### src/rtl/lcd1602_byte_writer.sv
`default_nettype none
// ============================================================================
// Module      : lcd1602_byte_writer
// Description : Takes the SPI slave's received-byte stream and drives an
//               HD44780-compatible 1602 LCD (8-bit, write-only). It runs the
//               power-on init sequence itself and buffers bytes in a FIFO.
//               Escape byte 0xFE turns the next byte into a command (RS=0).
// Revision    : 1.0 - initial release
// ============================================================================
module lcd1602_byte_writer #(
    parameter int FIFO_DEPTH     = 16,
    parameter int POWERUP_CYC    = 750000,
    parameter int EN_SETUP_CYC   = 4,
    parameter int EN_HIGH_CYC    = 25,
    parameter int CMD_WAIT_CYC   = 2500,
    parameter int CLEAR_WAIT_CYC = 82000
) (
    input  logic       i_Clk,
    input  logic       i_Rst,
    input  logic       i_RX_DV,
    input  logic [7:0] i_RX_Byte,
    output logic       o_Ready,
    output logic       o_FIFO_Full,
    output logic       o_Overflow,
    output logic [7:0] o_LCD_DATA,
    output logic       o_LCD_RS,
    output logic       o_LCD_RW,
    output logic       o_LCD_EN
);

    localparam int             c_AW        = $clog2(FIFO_DEPTH);
    localparam logic [c_AW:0]  c_DEPTH     = FIFO_DEPTH[c_AW:0];
    localparam logic [7:0]     c_ESC       = 8'hFE;
    localparam logic [2:0]     c_INIT_LAST = 3'd5;

    // Down-counter reload values; each state lasts exactly (reload + 1) cycles.
    localparam logic [31:0] c_POWERUP_LD = 32'(POWERUP_CYC - 1);
    localparam logic [31:0] c_SETUP_LD   = 32'(EN_SETUP_CYC - 1);
    localparam logic [31:0] c_HIGH_LD    = 32'(EN_HIGH_CYC - 1);
    localparam logic [31:0] c_CMD_LD     = 32'(CMD_WAIT_CYC - 1);
    localparam logic [31:0] c_CLEAR_LD   = 32'(CLEAR_WAIT_CYC - 1);

    localparam logic [2:0] c_S_POWERUP = 3'd0;
    localparam logic [2:0] c_S_IDLE    = 3'd1;
    localparam logic [2:0] c_S_SETUP   = 3'd2;
    localparam logic [2:0] c_S_PULSE   = 3'd3;
    localparam logic [2:0] c_S_HOLD    = 3'd4;

    logic [2:0]      r_state;
    logic [31:0]     r_cnt;
    logic [2:0]      r_init_idx;
    logic [7:0]      r_cur_data;
    logic            r_cur_rs;
    logic            r_ready;
    logic            r_lcd_en;
    logic [7:0]      r_lcd_data;
    logic            r_lcd_rs;

    logic            r_esc;
    logic [8:0]      r_fifo [FIFO_DEPTH];
    logic [c_AW-1:0] r_wr_ptr;
    logic [c_AW-1:0] r_rd_ptr;
    logic [c_AW:0]   r_count;
    logic            r_full;
    logic            r_ovf;

    logic            w_esc_start;
    logic            w_push_req;
    logic            w_push;
    logic            w_pop;
    logic [8:0]      w_push_entry;
    logic [8:0]      w_head;
    logic [c_AW:0]   w_count_next;
    logic            w_is_clear;

    // Init ROM: 8-bit/2-line, display on, entry mode, clear.
    function automatic logic [7:0] f_init_rom(input logic [2:0] idx);
        case (idx)
            3'd0, 3'd1, 3'd2: f_init_rom = 8'h38;
            3'd3:             f_init_rom = 8'h0C;
            3'd4:             f_init_rom = 8'h06;
            default:          f_init_rom = 8'h01;
        endcase
    endfunction

    // Byte decode, FIFO handshake and occupancy arithmetic.
    always_comb begin
        w_esc_start  = i_RX_DV && !r_esc && (i_RX_Byte == c_ESC);
        w_push_req   = i_RX_DV && !w_esc_start;
        w_push_entry = {!r_esc, i_RX_Byte};
        w_pop        = (r_state == c_S_IDLE) && (r_count != '0);
        w_push       = w_push_req && ((r_count < c_DEPTH) || w_pop);
        w_head       = r_fifo[r_rd_ptr];
        w_is_clear   = !r_cur_rs && ((r_cur_data == 8'h01) || (r_cur_data == 8'h02));
        w_count_next = r_count;
        if (w_push && !w_pop) begin
            w_count_next = r_count + 1'b1;
        end else if (!w_push && w_pop) begin
            w_count_next = r_count - 1'b1;
        end
    end

    // FIFO storage; contents need no reset because the pointers define validity.
    always_ff @(posedge i_Clk) begin
        if (w_push) begin
            r_fifo[r_wr_ptr] <= w_push_entry;
        end
    end

    // FIFO pointers, escape flag, full and sticky overflow flags.
    always_ff @(posedge i_Clk) begin
        if (i_Rst) begin
            r_wr_ptr <= '0;
            r_rd_ptr <= '0;
            r_count  <= '0;
            r_esc    <= 1'b0;
            r_full   <= 1'b0;
            r_ovf    <= 1'b0;
        end else begin
            if (i_RX_DV) begin
                r_esc <= w_esc_start;
            end
            if (w_push) begin
                r_wr_ptr <= r_wr_ptr + 1'b1;
            end
            if (w_pop) begin
                r_rd_ptr <= r_rd_ptr + 1'b1;
            end
            r_count <= w_count_next;
            r_full  <= (w_count_next == c_DEPTH);
            if (w_push_req && !w_push) begin
                r_ovf <= 1'b1;
            end
        end
    end

    // Transfer FSM: power-up wait, init ROM replay, then FIFO-driven transfers.
    always_ff @(posedge i_Clk) begin
        if (i_Rst) begin
            r_state    <= c_S_POWERUP;
            r_cnt      <= c_POWERUP_LD;
            r_init_idx <= 3'd0;
            r_cur_data <= 8'h00;
            r_cur_rs   <= 1'b0;
            r_ready    <= 1'b0;
        end else begin
            case (r_state)
                c_S_POWERUP: begin
                    if (r_cnt == '0) begin
                        r_state    <= c_S_SETUP;
                        r_cnt      <= c_SETUP_LD;
                        r_init_idx <= 3'd0;
                        r_cur_data <= f_init_rom(3'd0);
                        r_cur_rs   <= 1'b0;
                    end else begin
                        r_cnt <= r_cnt - 1'b1;
                    end
                end
                c_S_IDLE: begin
                    if (w_pop) begin
                        r_state    <= c_S_SETUP;
                        r_cnt      <= c_SETUP_LD;
                        r_cur_rs   <= w_head[8];
                        r_cur_data <= w_head[7:0];
                    end
                end
                c_S_SETUP: begin
                    if (r_cnt == '0) begin
                        r_state <= c_S_PULSE;
                        r_cnt   <= c_HIGH_LD;
                    end else begin
                        r_cnt <= r_cnt - 1'b1;
                    end
                end
                c_S_PULSE: begin
                    if (r_cnt == '0) begin
                        r_state <= c_S_HOLD;
                        r_cnt   <= w_is_clear ? c_CLEAR_LD : c_CMD_LD;
                    end else begin
                        r_cnt <= r_cnt - 1'b1;
                    end
                end
                c_S_HOLD: begin
                    if (r_cnt != '0) begin
                        r_cnt <= r_cnt - 1'b1;
                    end else if (r_ready) begin
                        r_state <= c_S_IDLE;
                    end else if (r_init_idx == c_INIT_LAST) begin
                        r_ready <= 1'b1;
                        r_state <= c_S_IDLE;
                    end else begin
                        r_init_idx <= r_init_idx + 1'b1;
                        r_cur_data <= f_init_rom(r_init_idx + 1'b1);
                        r_cur_rs   <= 1'b0;
                        r_state    <= c_S_SETUP;
                        r_cnt      <= c_SETUP_LD;
                    end
                end
                default: begin
                    r_state <= c_S_POWERUP;
                    r_cnt   <= c_POWERUP_LD;
                end
            endcase
        end
    end

    // LCD pins lag the FSM by one cycle; DATA/RS only load while in setup.
    always_ff @(posedge i_Clk) begin
        if (i_Rst) begin
            r_lcd_en   <= 1'b0;
            r_lcd_data <= 8'h00;
            r_lcd_rs   <= 1'b0;
        end else begin
            r_lcd_en <= (r_state == c_S_PULSE);
            if (r_state == c_S_SETUP) begin
                r_lcd_data <= r_cur_data;
                r_lcd_rs   <= r_cur_rs;
            end
        end
    end

    assign o_Ready     = r_ready;
    assign o_FIFO_Full = r_full;
    assign o_Overflow  = r_ovf;
    assign o_LCD_DATA  = r_lcd_data;
    assign o_LCD_RS    = r_lcd_rs;
    assign o_LCD_RW    = 1'b0;
    assign o_LCD_EN    = r_lcd_en;

endmodule
`default_nettype wire

### config.mk
export PLATFORM = sky130hd
export DESIGN_NAME = lcd1602_byte_writer
export DESIGN_NICKNAME = d
export VERILOG_FILES = /design/src/rtl/lcd1602_byte_writer.sv
export SDC_FILE = /design/constraint.sdc
export NUM_CORES = 1
export LEC_CHECK = 0
export ABC_AREA = 1
export CORE_MARGIN = 2
export CORE_UTILIZATION = 55
export DETAILED_ROUTE_END_ITERATION = 12
export PLACE_DENSITY = 0.82
export SLEW_MARGIN = 25
export SYNTH_ARGS = -nofsm -noshare
export SYNTH_HDL_FRONTEND = slang
export SYNTH_SLANG_ARGS = --single-unit
### constraint.sdc
create_clock -name i_Clk -period 2.9 [get_ports i_Clk]
set_input_delay 0.87 -clock i_Clk [delete_from_list [all_inputs] [get_ports i_Clk]]
set_output_delay 0.87 -clock i_Clk [all_outputs]
set_load 0.01 [all_outputs]
# --- Word-level counts from Yosys, hierarchy flattened ---
# Memory sizes are Yosys's and may differ from the RTL's. A register that Yosys moved wholly into a read port is not among the register bits.
# Cells that the tools add are included.
totals:
  reg_bits: 74
  ramBits: 144
  out_inout_bits: 14
  word_cells: 118
  memories: 1
mem_list:
  columns: ["name", "depth", "word_bits", "read_ports", "rd_ports_with_merged_regs", "write_ports", "line", "rtl"]
  rows:
  - ["r_fifo", 16, 9, 1, 1, 1, "60", "logic [8:0] r_fifo [FIFO_DEPTH];"]
classes:
  add_sub_neg: 6
  magnitude_cmp: 1
  eq_ne: 22
  muxes: 43
  bitwise: 1
  n_reduce_logical: 29
ops:
  columns: ["op", "n"]
  rows:
  - ["32-bit two-way mux", 7]
  - ["32-bit one-hot mux with 5 select lines", 1]
  - ["8-bit two-way mux", 5]
  - ["32-bit logical NOT", 1]
  - ["32-bit nonzero test", 1]
  - ["32-bit by 1-bit subtractor with 32-bit output (second input constant)", 1]
  - ["3-bit two-way mux", 9]
  - ["8-bit one-hot mux with 3 select lines", 1]
  - ["6-bit one-hot mux with 3 select lines", 1]
  - ["17-bit two-way mux", 1]
  - ["3-bit one-hot mux with 5 select lines", 1]
  - ["2-bit != test (second input constant)", 7]
  - ["3-bit by 2-bit equality test with 1-bit output (second input constant)", 4]
  - ["5-bit two-way mux", 2]
  - ["5-bit AND reduction", 2]
  - ["3-bit equality test (second input constant)", 3]
  - ["1-bit logical AND", 9]
  - ["1-bit two-way mux", 9]
  - ["4-bit by 1-bit adder with 4-bit output (second input constant)", 2]
  - ["8-bit by 1-bit equality test with 1-bit output (second input constant)", 1]
  - ["8-bit by 2-bit equality test with 1-bit output (second input constant)", 1]
  - ["8-bit equality test (second input constant)", 1]
  - ["4-bit two-way mux", 2]
  - ["3-bit by 1-bit equality test with 1-bit output (second input constant)", 2]
  - ["20 further kinds", 28]

# --- Depth between registers and ports, before layout ---
# Gate-level depths: netlist of the first run.
depth:
  ltp_word: 11
  depth_mapped: 14
  mapped_depth_nobuf: 13

# --- Worst setup path after synthesis of the first run ---
# No wires, ideal clock.
synth_path:
  kind: "input to register"
  start: "input port i_RX_Byte[5]"
  end: "memory r_fifo[11][0], enable pin"
  setup_time_ps: 374
  t_arrival_ps: 1892
  path_slack_ps: 634
  stages: 7
  path_buffers: 0
  path_cell_list: "nand2_1 > nor2_1 > nand3_1 > nand3_1 > inv_1 > nand3_1 > nor2_1"
synth_between:
  elab_chain_len: 7
synth_rtl:
  columns: ["element", "line", "rtl"]
  rows:
  - ["from (decl)", "21", "input logic [7:0] i_RX_Byte,"]
  - ["8-bit equality test", "88", "w_esc_start = i_RX_DV && !r_esc && (i_RX_Byte == c_ESC);"]
  - ["1-bit logical AND", "88", null]
  - ["1-bit logical NOT", "89", "w_push_req = i_RX_DV && !w_esc_start;"]
  - ["1-bit logical AND", "89", null]
  - ["1-bit logical AND", "92", "w_push = w_push_req && ((r_count < c_DEPTH) || w_pop);"]
  - ["1-bit two-way mux", "105", "if (w_push) begin"]
  - ["1-bit two-way mux (not written as such)", "106", "r_fifo[r_wr_ptr] <= w_push_entry;"]
  - ["to (decl)", "60", null]
# No other way between the ends.

# --- Worst setup path after layout of the first run ---
layout_path:
  start: "input port i_RX_Byte[2]"
  end: "memory r_fifo[12][5], enable pin"
# Same word-level chain as after synthesis.

==> impl_metrics.ini, run 1 <==
[status]
outcome = complete, but fails checks
violations = negative setup slack

[yosys]
async_flop_share_pct = 0
synth_cell_types = 43
synth.avg_cell_area_um2 = 9.37
synth-edff-count = 144
ys_warn_count = 0
ys_ff_latch = 222
synth_sequential_area_ratio_pct = 59.4
syn_area_um2 = 9910
synth_nets = 1084
synth_flop_cell = edfxtp_1
synth_cells = 1058

[drt]
wl_per_cell_um = 17.4
dr.first_iter.drc_count = 854
drc = 0
vias_per_cell = 5.76
drt_wl_total_um = 23200
ant_nets = 0
routed-via-count = 7701
dr.pass1.iters = 5

[sta]
slew_headroom_pct = 34.1
final_hold_viol_count = 0
skew_ns = 0.0127
fin_tns_setup_ns = -0.842
fin_crit_sh_pct = 102
layout_setup_ws_ns = -0.0533
setup_viol = 18
layout_min_cycle_time_ns = 2.95
fmax_ghz = 0.339
report.final.slew_viol_count = 0
hold_slack_ns = 0.480
rsz0062_at_grt = yes
tightest_slew_ns = 0.987

[critical_path]
slowest_delay_ns = 0.62
end_kind = flop
regToRegEndpoint = r_fifo[12][5]
rr_worst_depth = 7
reg2reg_from = r_state[2]
slowest_stage = nor2_1
crit_arrival_ns = 3.09
path_class = in2reg
reg2reg_slack_ns = 0.39
cp-start-kind = input pin
crit_chain = clkdlybuf4s50_1, nand2_1, nor3_1, buf_4, nand3_1, nand3_1, inv_1, nand2_1, nor2_1
worstPathRequired_ns = 3.03
critical_path_buf_inv_count = 3
cpLargestDelayFamily = simple AND/OR/NAND/NOR gates
path_max_fanout = 9

[power_and_ir_drop]
swShare_pct = 25.3
internal_power_mw = 5.45
p_sw_mw = 1.84
p_leak_nw = 4.08
seqPwrFrac_pct = 49.9
ir_worst_vdd_mv = 0.438
share_clk_of_total_power_pct = 38.2
combinationalPowerShare_pct = 11.9
p_per_area_nw_per_um2 = 653

[die]
die_area_um2 = 19100
rows = 49
die_y_um = 138
fp.dieW_um = 138
pin_count = 25
core_um2 = 17800
start_util_pct = 55.6

[clock_network]
cts.clk_slew.worst_paths_ns = 0.06
clock_latency_ns = 0.51
tritoncts = yes
htree_levels = 1
postCtsSetupBuffers = 0
cts-root-buf = clkbuf_16
cts_buffer_depth = 3
cts_buffers = 22
numClockSinks = 222

[global_routing]
track_usage_pct = 24.3
grt_pass1_vias = 7396
grt-ovfl-total = 0
antenna_found_initial = 0
grt_first_pass_wirelength_um = 37400
grt_max_degree = 73

[cells_and_area]
drive_gt1_share_pct = 9.12
instances_no_fill = 1337
regArea_um2 = 5890
syn_to_final_growth_pct = 12.8
final.fill_count = 1390
multi_input_area_um2 = 3560
antenna_cells = 0
nets = 1118

[worst_hold_path]
worstHoldStart = r_cnt[1]
min_path_type = reg2reg
hold_path_depth = 2
min_to = r_cnt[1]

[run]
cap_violations = 0

[place]
dp.cells = 1297
dp_hpwl_um = 15400
gp_congestion = 0.856
io_buffers = 23
pre_cts_ws_ns = -0.496
## cell type report
class	count	area share [%]
flip-flops and latches	222	52.7
multi-input cells	712	31.8
clock buffers	25	5.22
repair buffers	50	3.87
inverters	84	2.82
well taps	229	2.56
clock inverters	15	1.06
## power groups by stage
stage	Combinational, mW	Clock [mW]	Sequential (mW)
5_1_grt	0.975	2.92	3.66
6_report	0.868	2.79	3.64
2_1_floorplan	0.571	0	3.69
3_5_place_dp	0.849	0	3.70
3_3_place_gp	0.825	0	3.70
4_1_cts	0.861	2.81	3.64
## worst max-delay path by stage
stage	startpoint	to	slack (ns)	depth (start not counted)
2_1_floorplan	i_RX_Byte[5]	r_fifo[11][0]	0.63	7
3_3_place_gp	i_RX_Byte[2]	r_fifo[9][4]	-0.41	9
3_5_place_dp	i_RX_Byte[2]	r_fifo[8][5]	-0.50	9
4_1_cts	i_RX_Byte[2]	r_fifo[0][3]	0.005	9
5_1_grt	i_RX_Byte[2]	r_fifo[0][3]	-0.15	9
6_report	i_RX_Byte[2]	r_fifo[12][5]	-0.05	9
## routing by layer
layer  vias up  share of wire [%]  global-route usage, %  wire length, um
met5         -                  0                      0                0
met4         0                3.9                   10.8              905
met3        61                7.2                   2.81             1680
met2       339                 49                   40.4            11300
met1      3617                 40                   32.4             9370
li1       3684                  -                      -                -
## stage by stage
step | cell area (um2) | total power, mW | utilization [%]
2_1_floorplan | 9910 | 4.26 | -
3_3_place_gp | 10400 | 4.52 | 58.5
3_5_place_dp | 10400 | 4.55 | 58.5
4_1_cts | 11200 | 7.31 | 62.5
5_1_grt | 11200 | 7.55 | 62.7
6_report | 11200 | 7.29 | 62.7
## worst register-to-register path: stages (launching register included)
cell	delay (ns)
dfxtp_1	0.40
inv_1	0.17
nand3_2	0.21
nand2_1	0.19
nand3_1	0.13
inv_1	0.20
nand2_1	0.22
nor2_1	0.62
## cells by family after synthesis
family / share of synthesized area, %
adder cells (fa/ha/maj): 1.89
flip-flops: 59.4
other: 0.0378
AND/OR/NAND/NOR: 20.3
XOR/XNOR: 1.24
buffers and inverters: 5.09
AO/OA/AOI/OAI: 12.1
## state kept, by name (all words and copies together), names as in the netlist, 4 cells and up, named ones only
signal,count
r_fifo,144
r_wr_ptr,4
r_rd_ptr,4
o_LCD_DATA,8
r_cnt,32
r_count,5
r_cur_data,8
## synthesized netlist by cell type, types with 3 or more instances
master    number  area (um2)
nor3_1        13        65.1
clkbuf_1      24        90.1
a21oi_1       56         280
nand2_2        3        18.8
inv_1         77         289
dfxtp_1       78        1560
nor2_1       215         807
o21ai_0      107         536
or2_2          3        18.8
buf_2         10        50.1
nand2_4        3        33.8
xnor2_1        4        35.0
a211oi_1       3        22.5
o221ai_1      14         123
xor2_1        10        87.6
nand4_1        9        56.3
buf_4          3        22.5
nand3_1       59         295
nor2_4         3        33.8
ha_1          15         188
o211ai_1      21         158
edfxtp_1     144        4320
nor2_2         7        43.8
inv_2          6        22.5
nand2_1      145         544
o21ai_1        4        20.0
## what timing repair did
action	CTS	global route
hold buffers	0	0
setup endpoints to repair	18	126
resized for setup	2	11
pin swaps	0	0
gates cloned	0	0
## placed cells by master (no fill, tap or decap), types with 27 or more instances in the layout
cell and count:
nand3_1 59, inv_1 77, nor2_1 202, buf_4 27, o21ai_0 107, nand2_1 145, a21oi_1 56, edfxtp_1 144
dfxtp_1 77
Note: power is estimated with default switching activity, not from simulation.
==> run 2: changes to the inputs <==
--- a/config.mk
+++ b/config.mk
@@ -6,6 +6,7 @@
 export NUM_CORES = 1
 export LEC_CHECK = 0
 export ABC_AREA = 1
+export ABC_CLOCK_PERIOD_IN_PS = 2900
 export CORE_MARGIN = 2
 export CORE_UTILIZATION = 55
 export DETAILED_ROUTE_END_ITERATION = 12
==> results of run 2 <==
Final layout, timing and power as in run 1 (identical DEF).
==> run 3: changes to the inputs <==
--- a/config.mk
+++ b/config.mk
@@ -11,7 +11,9 @@
 export CORE_UTILIZATION = 55
 export DETAILED_ROUTE_END_ITERATION = 12
 export PLACE_DENSITY = 0.82
-export SLEW_MARGIN = 25
+export SETUP_SLACK_MARGIN = 0.15
+export SKIP_LAST_GASP = 1
+export SLEW_MARGIN = 5
 export SYNTH_ARGS = -nofsm -noshare
 export SYNTH_HDL_FRONTEND = slang
 export SYNTH_SLANG_ARGS = --single-unit
==> impl_metrics.ini, run 3 (synthesis gave the netlist of run 1 again) <==
[status]
outcome = completed

[place]
post_dp_cell_area_um2 = 10400
pre_cts_ws_ns = -0.496
gp_congestion = 0.856
dp_hpwl_um = 15400
io_buffers = 23
dp.cells = 1297

[drt]
wl_per_cell_um = 17.4
drt_wl_total_um = 23300
routed-via-count = 7689
vias_per_cell = 5.75
drc = 0
dr.first_iter.drc_count = 888
dr.pass1.iters = 7
ant_nets = 0

[die]
pin_count = 25
die_area_um2 = 19100
start_util_pct = 55.6
rows = 49
fp.dieW_um = 138
die_y_um = 138
core_um2 = 17800

[cells_and_area]
multi_input_area_um2 = 3560
nets = 1118
syn_to_final_growth_pct = 12.9
drive_gt1_share_pct = 9.39
biggestRegsByFlops = r_fifo: 144 flops, r_cnt: 32 flops
final_common_cell = nor2_1
final.fill_count = 1388
top_register = r_fifo
most-common-layout-cells = 199 x nor2_1, 145 x nand2_1, 144 x edfxtp_1
antenna_cells = 0
largest_reg_flops = 144
regArea_um2 = 5890
fin_area_um2 = 11200
instances_no_fill = 1337

[global_routing]
grt-ovfl-total = 0
grt_max_degree = 73
grt_pass1_vias = 7395
track_usage_pct = 24.3
grt_first_pass_wirelength_um = 37400
antenna_found_initial = 0

[critical_path]
critical_path_buf_inv_count = 3
path_max_fanout = 9
end_kind = flop
crit_arrival_ns = 2.70
path_class = in2reg
cp-start-kind = input pin
reg2reg_slack_ns = 0.55
cpLargestDelayFamily = simple AND/OR/NAND/NOR gates
crit_chain = clkdlybuf4s50_1, nand2_1, nor3_1, buf_4, nand3_1, nand3_1, inv_1, nand2_1, nor2_2
worstPathRequired_ns = 3.05
slowest_delay_ns = 0.46
slowest_stage = nor2_2

[run]
cap_violations = 0

[sta]
hold_slack_ns = 0.483
layout_min_cycle_time_ns = 2.55
setup_viol = 0
final_hold_viol_count = 0
fmax_ghz = 0.392
tightest_slew_ns = 0.991
skew_ns = 0.0141
layout_setup_ws_ns = 0.347
report.final.slew_viol_count = 0
fin_tns_setup_ns = 0
slew_headroom_pct = 33.9
rsz0062_at_grt = no
fin_crit_sh_pct = 88.0

[clock_network]
htree_levels = 1
cts_buffers = 22
postCtsSetupBuffers = 0
numClockSinks = 222
cts_buffer_depth = 3
tritoncts = yes
cts-root-buf = clkbuf_16
clock_latency_ns = 0.51
cts.clk_slew.worst_paths_ns = 0.06

[power_and_ir_drop]
share_clk_of_total_power_pct = 38.2
seqPwrFrac_pct = 49.8
p_leak_nw = 4.09
ir_worst_vdd_mv = 0.441
p_per_area_nw_per_um2 = 653
combinationalPowerShare_pct = 11.9
p_sw_mw = 1.86
swShare_pct = 25.4
internal_power_mw = 5.45

[worst_hold_path]
min_path_type = reg2reg
## run 3: cell count changes in the layout (fill, tap and decap cells not counted), sizes merged
cell           before  now
clkdlybuf4s50      23   22
dlymetal6s2s        0    1
## run 3: timing repair
| action | CTS | global route |
|---|---|---|
| hold buffers | 0 | 0 |
| setup endpoints to repair | 144 | 128 |
| resized for setup | 13 | 4 |
## run 3: path summary, 6_finish.rpt
| path | startpoint | end | depth (start not counted) |
|---|---|---|---|
| setup / recovery | i_RX_Byte[3] | r_fifo[8][2] | 9 |
| hold reg to reg | r_cur_data[5] | o_LCD_DATA[5] | 2 |
| hold / removal | r_cur_data[5] | o_LCD_DATA[5] | 2 |
| setup reg to reg | r_state[2] | r_fifo[8][2] | 7 |
## run 3: layer usage
| layer | track usage (%) | up-vias | wire length (um) |
|---|---|---|---|
| li1 | - | 3685 | - |
| met1 | 32.5 | 3598 | 9440 |
| met2 | 40.5 | 346 | 11400 |
| met3 | 2.81 | 60 | 1650 |
| met4 | 10.7 | 0 | 856 |
| met5 | 0 | - | 0 |
## run 3: worst min-delay path, stage by stage, from the launching register on
cell and delay [ns]:
dfxtp_1 0.31, inv_1 0.07, a21oi_1 0.06
## run 3: metrics by stage
stage	util, %	power (mW)
after CTS	62.7	7.31
after global placement	58.5	4.52
after detailed placement	58.5	4.55
after global routing	62.7	7.56
after floorplan	-	4.26
final	62.7	7.31
## run 3: power groups by stage
stage | clock network, mW | registers [mW] | logic (mW)
finish | 2.79 | 3.64 | 0.872
global route | 2.92 | 3.66 | 0.975
CTS | 2.81 | 3.64 | 0.863
detailed placement | 0 | 3.70 | 0.849
global placement | 0 | 3.70 | 0.825
floorplan | 0 | 3.69 | 0.571
## run 3: cell type report
class | count | share of cell area, %
Clock buffer | 25 | 5.21
Tap cell | 229 | 2.56
Multi-Input combinational cell | 712 | 31.8
Inverter | 84 | 2.82
Timing Repair Buffer | 50 | 3.89
Sequential cell | 222 | 52.6
Clock inverter | 15 | 1.06
